## src/rtl/uart_pkg.sv

```systemverilog
// Shared types and constants for the UART receive path.
package uart_pkg;

  typedef enum logic [2:0] {
    ST_IDLE,
    ST_START,
    ST_DATA,
    ST_PARITY,
    ST_STOP,
    ST_DONE
  } rx_state_t;

  localparam int DATA_BITS = 8;
  localparam int MIN_PRESC = 8;

endpackage

```

## src/rtl/uart_rx_edge_bit_cnt.sv

```systemverilog
// Edge/bit position counters for the UART receiver: edge_cnt walks 0..presc-1
// inside a bit, bit_cnt counts completed bits within the frame.
module uart_rx_edge_bit_cnt #(
  parameter int PRESC_W = 6
) (
  input  logic               CLK,
  input  logic               RST,
  input  logic               en,
  input  logic               clr,
  input  logic [PRESC_W-1:0] presc,
  output logic [PRESC_W-1:0] edge_cnt,
  output logic [3:0]         bit_cnt,
  output logic               bit_end
);

  assign bit_end = en && (edge_cnt == (presc - PRESC_W'(1)));

  // Advance edge position; wrap at the end of a bit and step the bit index.
  always_ff @(posedge CLK) begin
    if (RST || clr) begin
      edge_cnt <= '0;
      bit_cnt  <= '0;
    end else if (en) begin
      if (bit_end) begin
        edge_cnt <= '0;
        bit_cnt  <= bit_cnt + 4'd1;
      end else begin
        edge_cnt <= edge_cnt + PRESC_W'(1);
      end
    end
  end

endmodule

```

## src/rtl/uart_rx_ctrl.sv

```systemverilog
// UART RX sequencer: frames the incoming bit stream, strobes the sampler,
// deserializer and checkers mid-bit, and reports the frame outcome.
module uart_rx_ctrl
  import uart_pkg::*;
#(
  parameter int PRESC_W = 6
) (
  input  logic               CLK,
  input  logic               RST,
  input  logic               RX_IN,
  input  logic               PAR_EN,
  input  logic [PRESC_W-1:0] Prescale,
  input  logic               strt_glitch,
  input  logic               par_err,
  input  logic               stp_err,
  output logic [PRESC_W-1:0] edge_cnt,
  output logic [3:0]         bit_cnt,
  output logic               data_samp_en,
  output logic               deser_en,
  output logic               strt_chk_en,
  output logic               par_chk_en,
  output logic               stp_chk_en,
  output logic               par_deassert,
  output logic               data_valid,
  output logic               frame_err,
  output logic               parity_err
);

  rx_state_t          state_q, state_d;
  logic [PRESC_W-1:0] presc_q;
  logic               perr_q;
  logic               start_frame;
  logic               perr_set;
  logic               bit_end;
  logic               at_mid;
  logic               cnt_en;
  logic               cnt_clr;

  // Prescale values below the minimum would leave no room for the mid-bit strobe.
  function automatic logic [PRESC_W-1:0] clamp_presc(input logic [PRESC_W-1:0] p);
    return (p < PRESC_W'(MIN_PRESC)) ? PRESC_W'(MIN_PRESC) : p;
  endfunction

  // Checker strobes fire two clocks past the bit centre so the sampler has settled.
  assign at_mid  = (edge_cnt == ((presc_q >> 1) + PRESC_W'(2)));
  assign cnt_en  = (state_q != ST_IDLE);
  assign cnt_clr = start_frame || (state_d == ST_IDLE);

  uart_rx_edge_bit_cnt #(.PRESC_W(PRESC_W)) u_cnt (
    .CLK      (CLK),
    .RST      (RST),
    .en       (cnt_en),
    .clr      (cnt_clr),
    .presc    (presc_q),
    .edge_cnt (edge_cnt),
    .bit_cnt  (bit_cnt),
    .bit_end  (bit_end)
  );

  // State register plus frame-scoped prescale and sticky parity error.
  always_ff @(posedge CLK) begin
    if (RST) begin
      state_q <= ST_IDLE;
      presc_q <= PRESC_W'(MIN_PRESC);
      perr_q  <= 1'b0;
    end else begin
      state_q <= state_d;
      if (start_frame) begin
        presc_q <= clamp_presc(Prescale);
        perr_q  <= 1'b0;
      end else if (perr_set) begin
        perr_q  <= 1'b1;
      end
    end
  end

  // Next-state, strobe decode and frame result; reset silences everything.
  always_comb begin
    state_d      = state_q;
    start_frame  = 1'b0;
    perr_set     = 1'b0;
    data_samp_en = 1'b0;
    deser_en     = 1'b0;
    strt_chk_en  = 1'b0;
    par_chk_en   = 1'b0;
    stp_chk_en   = 1'b0;
    par_deassert = 1'b0;
    data_valid   = 1'b0;
    frame_err    = 1'b0;
    parity_err   = 1'b0;
    if (RST) begin
      state_d = ST_IDLE;
    end else begin
      case (state_q)
        ST_IDLE: begin
          if (!RX_IN) begin
            state_d      = ST_START;
            start_frame  = 1'b1;
            par_deassert = 1'b1;
          end
        end
        ST_START: begin
          data_samp_en = 1'b1;
          strt_chk_en  = at_mid;
          if (bit_end) begin
            if (strt_glitch) begin
              frame_err = 1'b1;
              state_d   = ST_IDLE;
            end else begin
              state_d   = ST_DATA;
            end
          end
        end
        ST_DATA: begin
          data_samp_en = 1'b1;
          deser_en     = at_mid;
          if (bit_end && (bit_cnt == 4'(DATA_BITS)))
            state_d = PAR_EN ? ST_PARITY : ST_STOP;
        end
        ST_PARITY: begin
          data_samp_en = 1'b1;
          par_chk_en   = at_mid;
          if (bit_end) begin
            perr_set = par_err;
            state_d  = ST_STOP;
          end
        end
        ST_STOP: begin
          data_samp_en = 1'b1;
          stp_chk_en   = at_mid;
          if (bit_end)
            state_d = ST_DONE;
        end
        ST_DONE: begin
          if (stp_err)
            frame_err  = 1'b1;
          else if (perr_q)
            parity_err = 1'b1;
          else
            data_valid = 1'b1;
          if (!RX_IN) begin
            state_d      = ST_START;
            start_frame  = 1'b1;
            par_deassert = 1'b1;
          end else begin
            state_d      = ST_IDLE;
          end
        end
        default: state_d = ST_IDLE;
      endcase
    end
  end

endmodule

```

## config.mk

```make
export PLATFORM = sky130hd
export DESIGN_NAME = uart_rx_ctrl
export DESIGN_NICKNAME = d
export VERILOG_FILES = /design/src/rtl/uart_pkg.sv /design/src/rtl/uart_rx_edge_bit_cnt.sv /design/src/rtl/uart_rx_ctrl.sv
export SDC_FILE = /design/constraint.sdc
export NUM_CORES = 1
export LEC_CHECK = 0
export CELL_PAD_IN_SITES_DETAIL_PLACEMENT = 1
export CELL_PAD_IN_SITES_GLOBAL_PLACEMENT = 1
export CORE_ASPECT_RATIO = 1.5
export CORE_MARGIN = 3
export CORE_UTILIZATION = 37
export CTS_BUF_LIST = sky130_fd_sc_hd__clkbuf_2 sky130_fd_sc_hd__clkbuf_4 sky130_fd_sc_hd__clkbuf_8
export DETAILED_ROUTE_END_ITERATION = 6
export PLACE_DENSITY = 0.9
export SLEW_MARGIN = 30
export SYNTH_ARGS = -nofsm -noshare
export SYNTH_HDL_FRONTEND = slang
export SYNTH_SLANG_ARGS = --single-unit
```

## constraint.sdc

```tcl
create_clock -name CLK -period 2.7 [get_ports CLK]
set_clock_uncertainty 0.1 [all_clocks]
set_input_delay 0.405 -clock CLK [delete_from_list [all_inputs] [get_ports CLK]]
set_output_delay 0.405 -clock CLK [all_outputs]
set_load 0.1 [all_outputs]
```

### Yosys cells after proc, flatten, opt, wreduce, memory -nomap -nowiden

Cells that the tools add are included.

* bits in registers: 20
* input port bits: 13
* output and inout port bits: 19
* logic and storage cells: 70

* $add $sub $neg: 4
* magnitude comparators: 1
* equality and inequality tests: 8
* multiplexer cells: 41
* reduce and logical (&&, ||, !) cells: 11

Operators with widths (number)
* 1-bit two-way mux: 29
* 3-bit two-way mux: 7
* 3-bit case mux with 6 select lines: 1
* 6-bit equality test: 2
* 6-bit two-way mux: 2
* 5-bit by 2-bit adder with 6-bit output, second input constant: 1
* 6-bit by 1-bit adder with 6-bit output, second input constant: 1
* 3-bit by 2-bit equality test with 1-bit output, second input constant: 2
* 3-bit equality test, second input constant: 2
* 3-bit zero test: 2
* 6-bit by 4-bit less-than comparator with 1-bit output, second input constant: 1
* 6-bit by 1-bit subtractor with 6-bit output, second input constant: 1
* 4-bit by 1-bit adder with 4-bit output, second input constant: 1
* 4-bit equality test, second input constant: 1
* 2-bit OR reduction: 2
* 4-bit OR reduction: 1
* 3-bit by 1-bit equality test with 1-bit output, second input constant: 1
* 3-bit nonzero test: 1
* 1-bit logical AND: 2
* 1-bit logical OR: 2
* 2-bit two-way mux: 1
* 1-bit case mux with 2 select lines: 1
* 2-bit AND reduction: 1

### Depth between registers and ports, before layout

* depth in word-level cells: 10
* gate-level depth with buffers: 9
* gate-level depth less buffers: 8

### By module

Synthesis repeated with hierarchy kept, for this count alone.

* cells, all modules: 177
* area, all modules: 1425.1 sq um

By module, submodules not included
* uart_rx_ctrl: instances 1, cells each 101, area an instance 782.0 sq um
* uart_rx_edge_bit_cnt: instances 1, cells each 76, area an instance 643.1 sq um

### Worst setup path before layout

Ideal clock, no wire load.

* kind: flip-flop to output port
* from: register u_cnt.edge_cnt[3]
* to: output deser_en
* data arrival time: 3.923 ns
* slack: -1.728 ns
* cell stages (with the launch flop): 7
* path buffers: 1
* path through: dfxtp_1 > clkbuf_2 > xor2_1 > or3_1 > o21ai_0 > nand3_1 > nor3_1

* word-level cells in the longest chain between the ends: 3

Ends and longest elaborated chain
* start: declaration: RTL line uart_rx_edge_bit_cnt.sv:11 `output logic [PRESC_W-1:0] edge_cnt,`
* start signal: assignment: RTL line uart_rx_edge_bit_cnt.sv:28 `edge_cnt <= edge_cnt + PRESC_W'(1);`
* 6-bit equality test: RTL line uart_rx_ctrl.sv:45 `assign at_mid = (edge_cnt == ((presc_q >> 1) + PRESC_W'(2)));`
* 1-bit two-way mux: RTL line uart_rx_ctrl.sv:94 `case (state_q)`
* 1-bit two-way mux: RTL line uart_rx_ctrl.sv:91 `if (RST) begin`
* end: declaration: RTL line uart_rx_ctrl.sv:19 `output logic deser_en,`

Every way passes these cells.

### Worst setup path in the final report

* from: register presc_q[2]
* to: output frame_err

* word-level cells in the longest chain between the ends: 6

Ends and longest elaborated chain
* start: declaration: RTL line uart_rx_ctrl.sv:30 `logic [PRESC_W-1:0] presc_q;`
* start signal: assignment: RTL line uart_rx_ctrl.sv:64 `presc_q <= PRESC_W'(MIN_PRESC);`
* start signal: assignment: RTL line uart_rx_ctrl.sv:69 `presc_q <= clamp_presc(Prescale);`
* 6-bit by 1-bit subtractor with 6-bit output: RTL line uart_rx_edge_bit_cnt.sv:16 `assign bit_end = en && (edge_cnt == (presc - PRESC_W'(1)));`
* 6-bit equality test: RTL line uart_rx_edge_bit_cnt.sv:16
* 1-bit logical AND: RTL line uart_rx_edge_bit_cnt.sv:16
* 1-bit two-way mux: RTL line uart_rx_ctrl.sv:105 `if (bit_end) begin`
* 1-bit case mux with 2 select lines: RTL line uart_rx_ctrl.sv:94
* 1-bit two-way mux: RTL line uart_rx_ctrl.sv:91
* end: declaration: RTL line uart_rx_ctrl.sv:25 `output logic frame_err,`

Every way passes these cells.

==> impl_metrics.tcl <==
set metrics [dict create \
    synth_top_area_frac 0.292 \
    critPathRequiredTime_ps 2190 \
    period_share 1.00 \
    violations "negative setup slack" \
    tightest_slew_ps 628 \
    drtIter0Drc 34 \
    clkTransAtPathRegs_ps 70 \
    cts_max_level 1 \
    crit_buf_inv 1 \
    cp_common_cell "or3_4" \
    grtUsageTotal 0.191 \
    min_path_type "reg -> reg" \
    vias 1327 \
    worstPathArrival_ps 2200 \
    p_leak_uw 0.000750 \
    relSlewSlack 0.578 \
    n_antenna_cell 0 \
    outcome "complete, but fails checks" \
    grt_pass1_wl_mm 6.73 \
    synth_top_area_cell "dfxtp_1" \
    cp-start-kind "flop" \
    routed_wl_mm 4.08 \
    worstSetupEndpointType "output pin" \
    critPathTopFamily "simple AND/OR/NAND/NOR gates" \
    io_pins 32 \
    clk_latency_ps 260 \
    grt_max_degree 14 \
    rows 26 \
    finalHoldViolCount 0 \
    synth_flop_cell "dfxtp_1" \
    ys_top_cells_by_count "20 x dfxtp_1, 20 x nand2_1, 17 x nor2_1, 10 x a21oi_1, 9 x xor2_1" \
    drc_errors 0 \
    vdd_drop_max_uv 267 \
    hold_path.startpoint "presc_q[1]$_SDFFE_PP0P_" \
    cts_buffer_depth 2 \
    fin_util 0.570 \
    cts_hold_buffers 0 \
    rsz0062_at_grt "yes" \
    synth-async-reset-ratio 0 \
    min_to "presc_q[1]$_SDFFE_PP0P_" \
    numCtsBuffers 3 \
    cp_slowest_stage_delay_ps 400 \
    timing.rr.end "u_cnt.bit_cnt[0]$_SDFFE_PP0P_" \
    wl_per_cell_um 16.6 \
    cts_sinks 20 \
    fin_crit_ps 2700 \
    antenna_found_initial 0 \
    crit_chain "or3_4 > nor3_2 > xnor2_1 > nand4_2 > or3_4 > a21oi_4 > buf_12" \
    rr_startpoint "state_q[2]$_SDFF_PP0_" \
    postRouteAntennaNets 0 \
    finalSetupViolCount 1 \
    finalMaxSlewViolations 0 \
    vias_per_cell 5.39 \
    dpl_worst_slack_ps 136 \
    die_w_um 55.7 \
    power_density_nw_per_um2 345 \
    path_class "reg -> out" \
    synth_enable_flop_cells 0 \
    synthCells 171 \
    r2r_cells 6 \
    initial_core_util 0.394 \
    ff2ff_setup_slack_ps 500 \
    ys_seq_elements 20 \
    max_freq_ghz 0.370 \
    netlist_top_cells_area "dfxtp_1 29%, ha_1 6.4%, xor2_1 5.7%, nand2_1 5.5%, xnor2_1 5.1%" \
    slowest_stage "or3_4" \
    io_buffers 31 \
    grt_pass1_vias 1418 \
    grt.overflow.total 0 \
    synth_seq_area_share 0.292 \
    core_area_um2 3480 \
    synth_cell_type_count 46 \
    routabilityCongestion 0.858 \
    die_h_um 80.6 \
    placed_cells 241 \
    max_cap_viol_count 0 \
    syn_area_um2 1370 \
    cts_root_buf "clkbuf_8" \
    syn_nets 191 \
    nNetsFinal 225 \
    cts_tree "built" \
    yosysWarnings 0 \
    hpwlAfterDp_mm 3.21 \
    die-area_um2 4490 \
    final_cells 246 \
    layout_setup_ws_ps -3.72 \
    cp_max_fo 6 \
    drt_first_pass_iters 4 \
    hold_depth 2 \
    avgSynthCellArea_um2 8.03 \
    syn_to_final_growth_pct 44.5 \
    layout-drive-gt1-share 0.333 \
]
worst max path at each step:
stage                                   start          end  slack [ps]  depth (start not counted)
6_report              presc_q[2]$_SDFFE_PP0P_    frame_err          -4                          7
5_1_grt               presc_q[2]$_SDFFE_PP0P_    frame_err        -110                          7
4_1_cts               presc_q[2]$_SDFFE_PP0P_    frame_err         -10                          7
3_5_place_dp                              RST  strt_chk_en         140                          5
3_3_place_gp                              RST     deser_en         190                          5
2_1_floorplan  u_cnt.edge_cnt[3]$_SDFFE_PP0N_     deser_en         -60                          6
per-stage QoR:
stage               total power (µW)  cell area (µm²)  TNS, ps  hold slack, ps
detailed placement               485             1910        0             399
global placement                 477             1910        0             371
CTS                              687             1970    -12.0             389
global route                     712             1980     -114             423
finish                           684             1980    -3.72             385
floorplan                        429             1490     -108             368
kinds of logic after synthesis:
group | after synthesis | share of synthesized area
simple gates | 81 | 0.322
mux | 1 | 0.00820
compound gates | 26 | 0.127
flops | 20 | 0.292
xor+xnor | 19 | 0.132
buf+inv | 17 | 0.0556
fa+ha+maj | 7 | 0.0638
per-layer routing:
metal | GRT usage | part of all wire | wire length [µm] | vias up
li1 | - | - | - | 652
met1 | 0.198 | 0.37 | 1500 | 654
met2 | 0.373 | 0.60 | 2430 | 15
met3 | 0.0241 | 0.019 | 77 | 6
met4 | 0.0852 | 0.018 | 72 | 0
met5 | 0 | 0 | 0 | -
state kept, by name, summed over array words and instances, names as in the netlist:
| name | flops |
|---|---|
| state_q | 3 |
| u_cnt.edge_cnt | 6 |
| presc_q | 6 |
| perr_q | 1 |
| u_cnt.bit_cnt | 4 |
repair_timing:
action,4_1_cts,5_1_grt
pin swaps,1,1
resized for setup,4,5
buffers inserted,1,0
endpoints found under the setup margin,4,5
area by class of cell:
cell class | instances | area [µm²]
multi-input combinational | 134 | 1010
timing repair buffer | 38 | 428
sequential | 20 | 420
tap | 42 | 52.6
clock buffer | 3 | 41.3
clock inverter | 1 | 3.75
inverter | 8 | 30.0
fill | 406 | 1500
worst min-delay path, delay by kind of cell, from the launching register on:
family,cells,cell delay [ps]
and+or+nand+nor,1,60
AOI/OAI and AO/OA,1,50
DFF,1,340
layout by cell type, fill, tap and decap left out, types with 3 or more instances in the layout:
cell type        count
xor2_1               9
nand2b_1             4
a21oi_1              9
ha_1                 7
dfxtp_4              3
nor2_2               3
nand4_1              4
dfxtp_2              7
dfxtp_1             10
clkbuf_8             3
a211oi_1             3
nor2b_1              3
nand2_1             20
inv_1                7
nand3_1              6
buf_12               9
clkdlybuf4s50_1     12
nor2_1              13
xnor2_1              8
buf_4               17
or3_1                4
power by group:
part,internal (µW),leakage (µW),switching [µW],total (µW)
logic,70.9,0.000560,94.7,166
registers,302,0.000167,16.0,318
clock network,101,0.0000231,100,201
No activity file was read; power rests on OpenSTA's default activity.
